<file path="src/rtl/fp32_mul_seq_ctrl.sv">
// Sequenced IEEE-754 single-precision multiplier: a 24-cycle shift-add mantissa
// multiply followed by normalize, round-to-nearest-even and exception packing.
module fp32_mul_seq_ctrl #(
    parameter int EXP_W = 8,
    parameter int MAN_W = 23,
    parameter int BIAS  = 127
) (
    input  logic        clk,
    input  logic        rst_n,
    input  logic        in_valid,
    output logic        in_ready,
    input  logic [31:0] in_a,
    input  logic [31:0] in_b,
    output logic        out_valid,
    input  logic        out_ready,
    output logic [31:0] out_result,
    output logic [3:0]  out_flags,
    output logic [2:0]  out_dbg_state
);

    localparam int MW = MAN_W + 1;
    localparam int PW = 2 * MW;
    localparam int EW = EXP_W + 2;
    localparam logic [EW-1:0]    EXP_MAX = EW'((1 << EXP_W) - 1);
    localparam logic [EXP_W-1:0] EXP_ONES = '1;
    localparam logic [31:0]      QNAN = 32'h7FC0_0000;

    typedef enum logic [2:0] {
        S_IDLE  = 3'd0,
        S_MULT  = 3'd1,
        S_NORM  = 3'd2,
        S_ROUND = 3'd3,
        S_DONE  = 3'd4
    } state_t;

    state_t             r_state;
    logic               r_in_ready;
    logic               r_out_valid;
    logic [31:0]        r_result;
    logic [3:0]         r_flags;
    logic               r_sign;
    logic [EW-1:0]      r_exp;
    logic [MW-1:0]      r_ma;
    logic [MW-1:0]      r_mb;
    logic [PW-1:0]      r_acc;
    logic [4:0]         r_cnt;
    logic [MAN_W-1:0]   r_mant;
    logic               r_guard;
    logic               r_sticky;

    // Handshakes: a transfer happens on a rising edge where valid and ready are
    // both high; valid never drops and data never changes until that transfer.
    assign in_ready      = r_in_ready;
    assign out_valid     = r_out_valid;
    assign out_result    = r_result;
    assign out_flags     = r_flags;
    assign out_dbg_state = r_state;

    logic [EXP_W-1:0] w_ea, w_eb;
    logic [MAN_W-1:0] w_fa, w_fb;
    logic             w_a_nan, w_b_nan, w_a_snan, w_b_snan;
    logic             w_a_inf, w_b_inf, w_a_zero, w_b_zero;
    logic             w_sign, w_special, w_accept;
    logic [EW-1:0]    w_exp_sum;
    logic [31:0]      w_spec_result;
    logic [3:0]       w_spec_flags;

    assign w_ea     = in_a[30:23];
    assign w_eb     = in_b[30:23];
    assign w_fa     = in_a[MAN_W-1:0];
    assign w_fb     = in_b[MAN_W-1:0];
    assign w_sign   = in_a[31] ^ in_b[31];
    assign w_a_nan  = (w_ea == EXP_ONES) && (w_fa != '0);
    assign w_b_nan  = (w_eb == EXP_ONES) && (w_fb != '0);
    assign w_a_snan = w_a_nan && !w_fa[MAN_W-1];
    assign w_b_snan = w_b_nan && !w_fb[MAN_W-1];
    assign w_a_inf  = (w_ea == EXP_ONES) && (w_fa == '0);
    assign w_b_inf  = (w_eb == EXP_ONES) && (w_fb == '0);
    // A zero exponent covers denormals too: they are flushed to zero silently.
    assign w_a_zero = (w_ea == '0);
    assign w_b_zero = (w_eb == '0);
    assign w_special = w_a_nan | w_b_nan | w_a_inf | w_b_inf | w_a_zero | w_b_zero;
    assign w_accept  = in_valid && r_in_ready;
    assign w_exp_sum = EW'(w_ea) + EW'(w_eb) - EW'(BIAS);

    always_comb begin
        w_spec_result = '0;
        w_spec_flags  = '0;
        if (w_a_nan || w_b_nan) begin
            w_spec_result   = QNAN;
            w_spec_flags[3] = w_a_snan | w_b_snan;
        end else if ((w_a_inf && w_b_zero) || (w_b_inf && w_a_zero)) begin
            w_spec_result = QNAN;
            w_spec_flags  = 4'b1000;
        end else if (w_a_inf || w_b_inf) begin
            w_spec_result = {w_sign, EXP_ONES, {MAN_W{1'b0}}};
        end else begin
            w_spec_result = {w_sign, 31'd0};
        end
    end

    // One multiplier bit per cycle: add into the upper half, then shift right.
    logic [MW:0] w_sum;
    assign w_sum = {1'b0, r_acc[PW-1:MW]} + (r_mb[0] ? {1'b0, r_ma} : '0);

    logic             w_round_up;
    logic [MAN_W:0]   w_mant_inc;
    logic [EW-1:0]    w_exp_rnd;
    logic             w_inexact, w_ovf, w_unf;

    assign w_round_up = r_guard && (r_sticky || r_mant[0]);
    assign w_mant_inc = {1'b0, r_mant} + {{MAN_W{1'b0}}, w_round_up};
    assign w_exp_rnd  = r_exp + {{(EW-1){1'b0}}, w_mant_inc[MAN_W]};
    assign w_inexact  = r_guard | r_sticky;
    assign w_ovf      = $signed(w_exp_rnd) >= $signed(EXP_MAX);
    assign w_unf      = w_exp_rnd[EW-1] || (w_exp_rnd == '0);

    always_ff @(posedge clk or negedge rst_n) begin
        if (!rst_n) begin
            r_state     <= S_IDLE;
            r_in_ready  <= 1'b0;
            r_out_valid <= 1'b0;
            r_result    <= '0;
            r_flags     <= '0;
            r_sign      <= 1'b0;
            r_exp       <= '0;
            r_ma        <= '0;
            r_mb        <= '0;
            r_acc       <= '0;
            r_cnt       <= '0;
            r_mant      <= '0;
            r_guard     <= 1'b0;
            r_sticky    <= 1'b0;
        end else begin
            case (r_state)
                S_IDLE: begin
                    r_in_ready <= 1'b1;
                    if (w_accept) begin
                        r_in_ready <= 1'b0;
                        r_sign     <= w_sign;
                        r_exp      <= w_exp_sum;
                        r_ma       <= {1'b1, w_fa};
                        r_mb       <= {1'b1, w_fb};
                        r_acc      <= '0;
                        r_cnt      <= '0;
                        if (w_special) begin
                            r_result <= w_spec_result;
                            r_flags  <= w_spec_flags;
                            r_state  <= S_DONE;
                        end else begin
                            r_state  <= S_MULT;
                        end
                    end
                end
                S_MULT: begin
                    r_acc <= {w_sum, r_acc[MW-1:1]};
                    r_mb  <= r_mb >> 1;
                    r_cnt <= r_cnt + 5'd1;
                    if (r_cnt == 5'(MW - 1)) r_state <= S_NORM;
                end
                S_NORM: begin
                    if (r_acc[PW-1]) begin
                        r_mant   <= r_acc[PW-2:MW];
                        r_guard  <= r_acc[MW-1];
                        r_sticky <= |r_acc[MW-2:0];
                        r_exp    <= r_exp + EW'(1);
                    end else begin
                        r_mant   <= r_acc[PW-3:MW-1];
                        r_guard  <= r_acc[MW-2];
                        r_sticky <= |r_acc[MW-3:0];
                    end
                    r_state <= S_ROUND;
                end
                S_ROUND: begin
                    // A carry out of the fraction leaves it zero and bumps the exponent.
                    if (w_ovf) begin
                        r_result <= {r_sign, EXP_ONES, {MAN_W{1'b0}}};
                        r_flags  <= 4'b0101;
                    end else if (w_unf) begin
                        r_result <= {r_sign, 31'd0};
                        r_flags  <= 4'b0011;
                    end else begin
                        r_result <= {r_sign, w_exp_rnd[EXP_W-1:0], w_mant_inc[MAN_W-1:0]};
                        r_flags  <= {3'b000, w_inexact};
                    end
                    r_state <= S_DONE;
                end
                S_DONE: begin
                    if (!r_out_valid) begin
                        r_out_valid <= 1'b1;
                    end else if (out_ready) begin
                        r_out_valid <= 1'b0;
                        r_in_ready  <= 1'b1;
                        r_state     <= S_IDLE;
                    end
                end
                default: r_state <= S_IDLE;
            endcase
        end
    end

endmodule

</file>
<file path="config.mk">
export PLATFORM = sky130hd
export DESIGN_NAME = fp32_mul_seq_ctrl
export DESIGN_NICKNAME = d
export VERILOG_FILES = /design/src/rtl/fp32_mul_seq_ctrl.sv
export SDC_FILE = /design/constraint.sdc
export NUM_CORES = 1
export LEC_CHECK = 0
export CAP_MARGIN = 15
export CORE_MARGIN = 2
export CORE_UTILIZATION = 45
export CTS_CLUSTER_DIAMETER = 120
export DETAILED_ROUTE_END_ITERATION = 6
export GPL_TIMING_DRIVEN = 0
export PLACE_DENSITY = 0.66
export SLEW_MARGIN = 25
export SYNTH_ARGS = -nofsm -noshare
export SYNTH_HDL_FRONTEND = slang
export SYNTH_SLANG_ARGS = --single-unit
</file>
<file path="constraint.sdc">
create_clock -name clk -period 4.5 [get_ports clk]
set_clock_uncertainty 0.05 [all_clocks]
set_input_delay 0.675 -clock clk [delete_from_list [all_inputs] [get_ports clk]]
set_output_delay 0.675 -clock clk [all_outputs]
set_load 0.1 [all_outputs]
</file>
Word level (Yosys, flattened, before mapping)
Index checks and enable logic that the tools add are counted.
{ "classes": {"eq_ne": 13, "bitwise": 8, "reduce_logical": 37, "magnitude_cmp": 1, "addsub": 7, "mux": 41} }
{ "op_table": {"columns": ["operator", "count"], "rows": [
  ["$mux W32", 4],
  ["$pmux W48 S2", 1],
  ["$mux W31", 3],
  ["$pmux W32 S2", 1],
  ["$mux W24", 2],
  ["$mux W48", 1],
  ["$pmux W24 S2", 1],
  ["$logic_not A23 Y1", 2],
  ["$reduce_bool A23 Y1", 2],
  ["$add A24 B24 Y25", 1],
  ["$add A23 B1 Y24", 1],
  ["$mux W23", 1],
  ["$reduce_or A23 Y1", 1],
  ["$reduce_or A22 Y1", 1],
  ["$mux W3", 7],
  ["$mux W10", 2],
  ["$pmux W10 S2", 1],
  ["$eq A8 B8 Y1 const B", 2],
  ["$logic_not A8 Y1", 2],
  ["$pmux W3 S5", 1],
  ["$mux W4", 3],
  ["$ne A2 B2 Y1 const B", 6],
  ["$add A10 B1 Y10", 1],
  ["$add A10 B1 Y10 const B", 1],
  ["25 further kinds", 59]
]} }
{ "totals": {"regBits": 178, "input_bits": 68, "output_inout_bits": 41} }

Depth between registers and ports, before layout
{ "depth": {"depth_word": 10, "ltp_mapped": 16} }

Worst setup path after synthesis
OpenSTA, ideal clock, no wires.
{ "synth_timing": {"path_type": "register to register", "startpoint": "reg r_mant[2]", "endpoint": "reg r_result[22] (netlist: out_result[22])", "required_time_ps": 4362, "slack_ps": 1181, "arrival_ps": 3181, "period_less_slack_ps": 3319, "path_stages_with_launch": 17, "n_path_buf": 2, "setup_ps": 88, "path_cell_list": "dfrtp_1 -> and3_1 -> and3_1 -> and4_1 -> nand2_1 -> nor4_1 -> ha_1 -> ha_1 -> nand4_1 -> or3_1 -> a41o_1 -> nand4_1 -> and2_1 -> buf_4 -> nand2_2 -> buf_6 -> o22ai_2"} }
{ "synth_between": {"elab_chain_len": 7, "elab_cells_between_ends": 8, "classes_between": "add/sub: 2; order compare: 1; mux: 3; reduce/logical: 2"} }
{ "synth_lines": {"columns": ["item", "line_no", "rtl"], "rows": [
  ["start, declared", "47", "logic [MAN_W-1:0] r_mant;"],
  ["start signal, assigned", "163", "r_mant <= r_acc[PW-2:MW];"],
  ["start signal, assigned", "168", "r_mant <= r_acc[PW-3:MW-1];"],
  ["$add A23 B1 Y24 *", "112", "assign w_mant_inc = {1'b0, r_mant} + {{MAN_W{1'b0}}, w_round_up};"],
  ["branches (longest 4 deep; another with $add A10 B1 Y10)", null, null],
  ["$mux W31 *", "176", "if (w_ovf) begin"],
  ["$pmux W32 S2 *", "135", "case (r_state)"],
  ["end signal, assigned", "177", "r_result <= {r_sign, EXP_ONES, {MAN_W{1'b0}}};"],
  ["end signal, assigned", "180", "r_result <= {r_sign, 31'd0};"],
  ["end signal, assigned", "183", "r_result <= {r_sign, w_exp_rnd[EXP_W-1:0], w_mant_inc[MAN_W-1:0]};"],
  ["end, declared", "39", "logic [31:0] r_result;"]
]} }
Every way passes the cells marked *.
A chain may end at the register's enable or synchronous reset.

Worst setup path after layout
Ends and elaborated chain as after synthesis.

==> impl_metrics.toml <==
[power_and_ir_drop]
internal_power_mw = 4.28
fin_total_pwr_mw = 7.88
leakage_nw = 5.39
sw_frac_of_total = 0.457
pwr-share-clk = 0.191
p_sw_mw = 3.60
power_density_nw_per_um2 = 648
ir_drop_mv = 0.308
seqPwrFrac = 0.326
comb_power_share = 0.483

[synth]
synth_nets = 1269
synthAdderAreaFrac = 0.0597
synth_edf_count = 0
netlist_instances = 1154
ys_warn_count = 0
yosysMostFrequentCell = "nand2_1"
synth_top_area_frac = 0.441
synthArstFlopShare = 1.00
syn_avg_cell_area_um2 = 8.76
ys_seq_area_frac = 0.441
synth_top_family_by_area = "simple AND/OR/NAND/NOR gates"
ys_top_cells_by_area = "dfrtp_1, nand2_1, ha_1, o21ai_0, nand3_1"
syn-cell-area_um2 = 10100
synth_top_area_cell = "dfrtp_1"
synth_common_cells = "nand2_1, dfrtp_1, o21ai_0"
synthSimpleGateAreaFrac = 0.242
synthXorXnorAreaFrac = 0.0459
synth_flop_cell = "dfrtp_1"
synthMuxAreaShare = 0.0328
synth.distinct_cells = 66
synth-seq-cells = 178
synth-compound-area-share = 0.145

[setup_path]
r2r_setup_slack_ps = 350
cp_data_required_time_ps = 4800
end_kind = "flop"
cp_max_fo = 10
worstReg2RegStart = "r_mant[2]"
crit_type = "flop to flop"
rr_endpoint = "out_result[22]"
rr_worst_depth = 16
arrival_ps = 4450
cp-start-kind = "flop"

[timing]
fmax_mhz = 241
hold_slack_ps = 194
rsz0062_at_grt = "false"
worst_slack_ps = 349
max_slew_margin = 0.318
hold_viol = 0
post-route-period-util = 0.922
finalMaxSlewViolations = 0
tightest_slew_ps = 1020
layout_min_cycle_time_ps = 4150
setup_viol = 0

[clock_network]
root_buffer = "clkbuf_16"
cts_setup_buffers = 0
clk_latency_ps = 430
cts_max_level = 4
cts_tree = "done"
cts.sinks = 178
holdBufCountCts = 0
numCtsBuffers = 17
cts_resized = 0
cts.clk_slew.worst_paths_ps = 70
clock_path_buffers = 2

[place]
gp_congestion = 0.868
hpwl_um = 19100
post-place-ws_ps = 309
port_buffers = 108
place_area_um2 = 11600

[flow_run]
cap_violations = 0

[floorplanning]
die_h_um = 154
io_pins = 109
coreArea_um2 = 22000
die-area_um2 = 23700
rows = 54
initial_core_util = 0.460
fp.dieW_um = 154

[grt]
grt_util_all_layers = 0.220
grt_pass1_wl_um = 41900
grt_remaining_overflow = 0
grt_pass1_vias = 8157
grt_start_max_net_pins = 91
antenna_found_initial = 0

[routing]
num_vias = 8683
drc = 0
drt_iter0_drc = 609
wl_per_cell_um = 16.2
first_pass_iters = 5
ant_nets = 0
via_per_inst = 5.51
wirelength_um = 25500

[run_status]
status = "completed"

[min_path]
hold_class = "primary input to async pin"

[layout]
layout-drive-gt1-share = 0.0571
nets = 1397
stdcell_area_um2 = 12200
area_delta_synth_final_pct = 20.3
final_util = 0.554
n_antenna_cell = 0
==> cell type report <==
class / count / area [um2]
Sequential cell: 178 / 4450
Inverter: 15 / 56.3
Multi-Input combinational cell: 896 / 5300
Clock inverter: 15 / 166
Tap cell: 280 / 350
Clock buffer: 17 / 425
Timing Repair Buffer: 109 / 1110
Fill cell: 2056 / 9800
Buffer: 65 / 294
==> per-layer routing <==
layer	vias up	global-route usage	wire length, um
li1	4314	-	-
met1	4136	0.318	12500
met2	215	0.357	11700
met3	18	0.0273	1050
met4	0	0.0503	257
met5	-	0	0
==> worst max-delay path by stage <==
stage | from | to | slack (ps) | cells after the start
2_1_floorplan | r_mant[2] | out_result[22] | 1180 | 16
4_1_cts | r_mant[2] | out_result[22] | 300 | 16
3_3_place_gp | rst_n | r_mb[14] | -4810 | 1
3_5_place_dp | r_mant[2] | out_result[22] | 310 | 16
6_report | r_mant[2] | out_result[22] | 350 | 16
5_1_grt | r_mant[2] | out_result[5] | 100 | 16
==> sequential cells by signal, summed over array words and instances (netlist names) <==
register       flops
out_result        32
r_sign             1
r_acc             48
in_ready           1
r_ma              24
r_cnt              5
out_valid          1
r_sticky           1
r_mb              24
out_flags          4
r_mant            23
r_exp             10
r_guard            1
out_dbg_state      3
==> logic make-up after synthesis <==
logic type / after synthesis
xor gates and xnor gates: 53
DFF: 178
AOI/OAI and AO/OA: 231
and+or+nand+nor: 532
muxes: 33
buffers and inverters: 80
adders and majority gates: 47
==> worst max-delay path, stage by stage, from the launching register on <==
cell,delay [ps]
dfrtp_1,410
and3_1,220
and3_1,190
and4_1,290
nand2_1,110
nor4_1,650
ha_1,340
ha_1,290
nand4_1,170
or3_1,370
a41o_1,260
nand4_1,80
and2_1,130
buf_4,140
nand2_2,80
buf_6,150
o22ai_2,150
==> metrics by stage <==
stage / instances / TNS (ps)
6_report: 1575 / 0
3_5_place_dp: 1543 / 0
4_1_cts: 1575 / 0
5_1_grt: 1575 / 0
2_1_floorplan: 1154 / 0
3_3_place_gp: 1542 / -850740
==> power groups by stage <==
stage / registers (mW) / clock network, mW / logic [mW]
floorplan: 2.81 / 0 / 2.46
global placement: 2.57 / 0 / 3.70
detailed placement: 2.59 / 0 / 3.77
CTS: 2.56 / 1.53 / 3.79
global route: 2.64 / 1.59 / 4.22
finish: 2.57 / 1.51 / 3.81
==> cells in the final DEF (no fill, tap or decap), types with 26 or more instances in the layout <==
cell	synthesis	final
a21oi_1	35	35
a31oi_1	36	36
and2_1	26	26
clkbuf_1	34	34
clkdlybuf4s50_1	0	107
dfrtp_1	178	178
ha_1	45	45
mux2i_1	32	32
nand2_1	271	271
nand3_1	66	66
nor2_1	65	65
o21ai_0	73	73
xor2_1	29	29
Note: power is estimated with default switching activity, not from simulation.
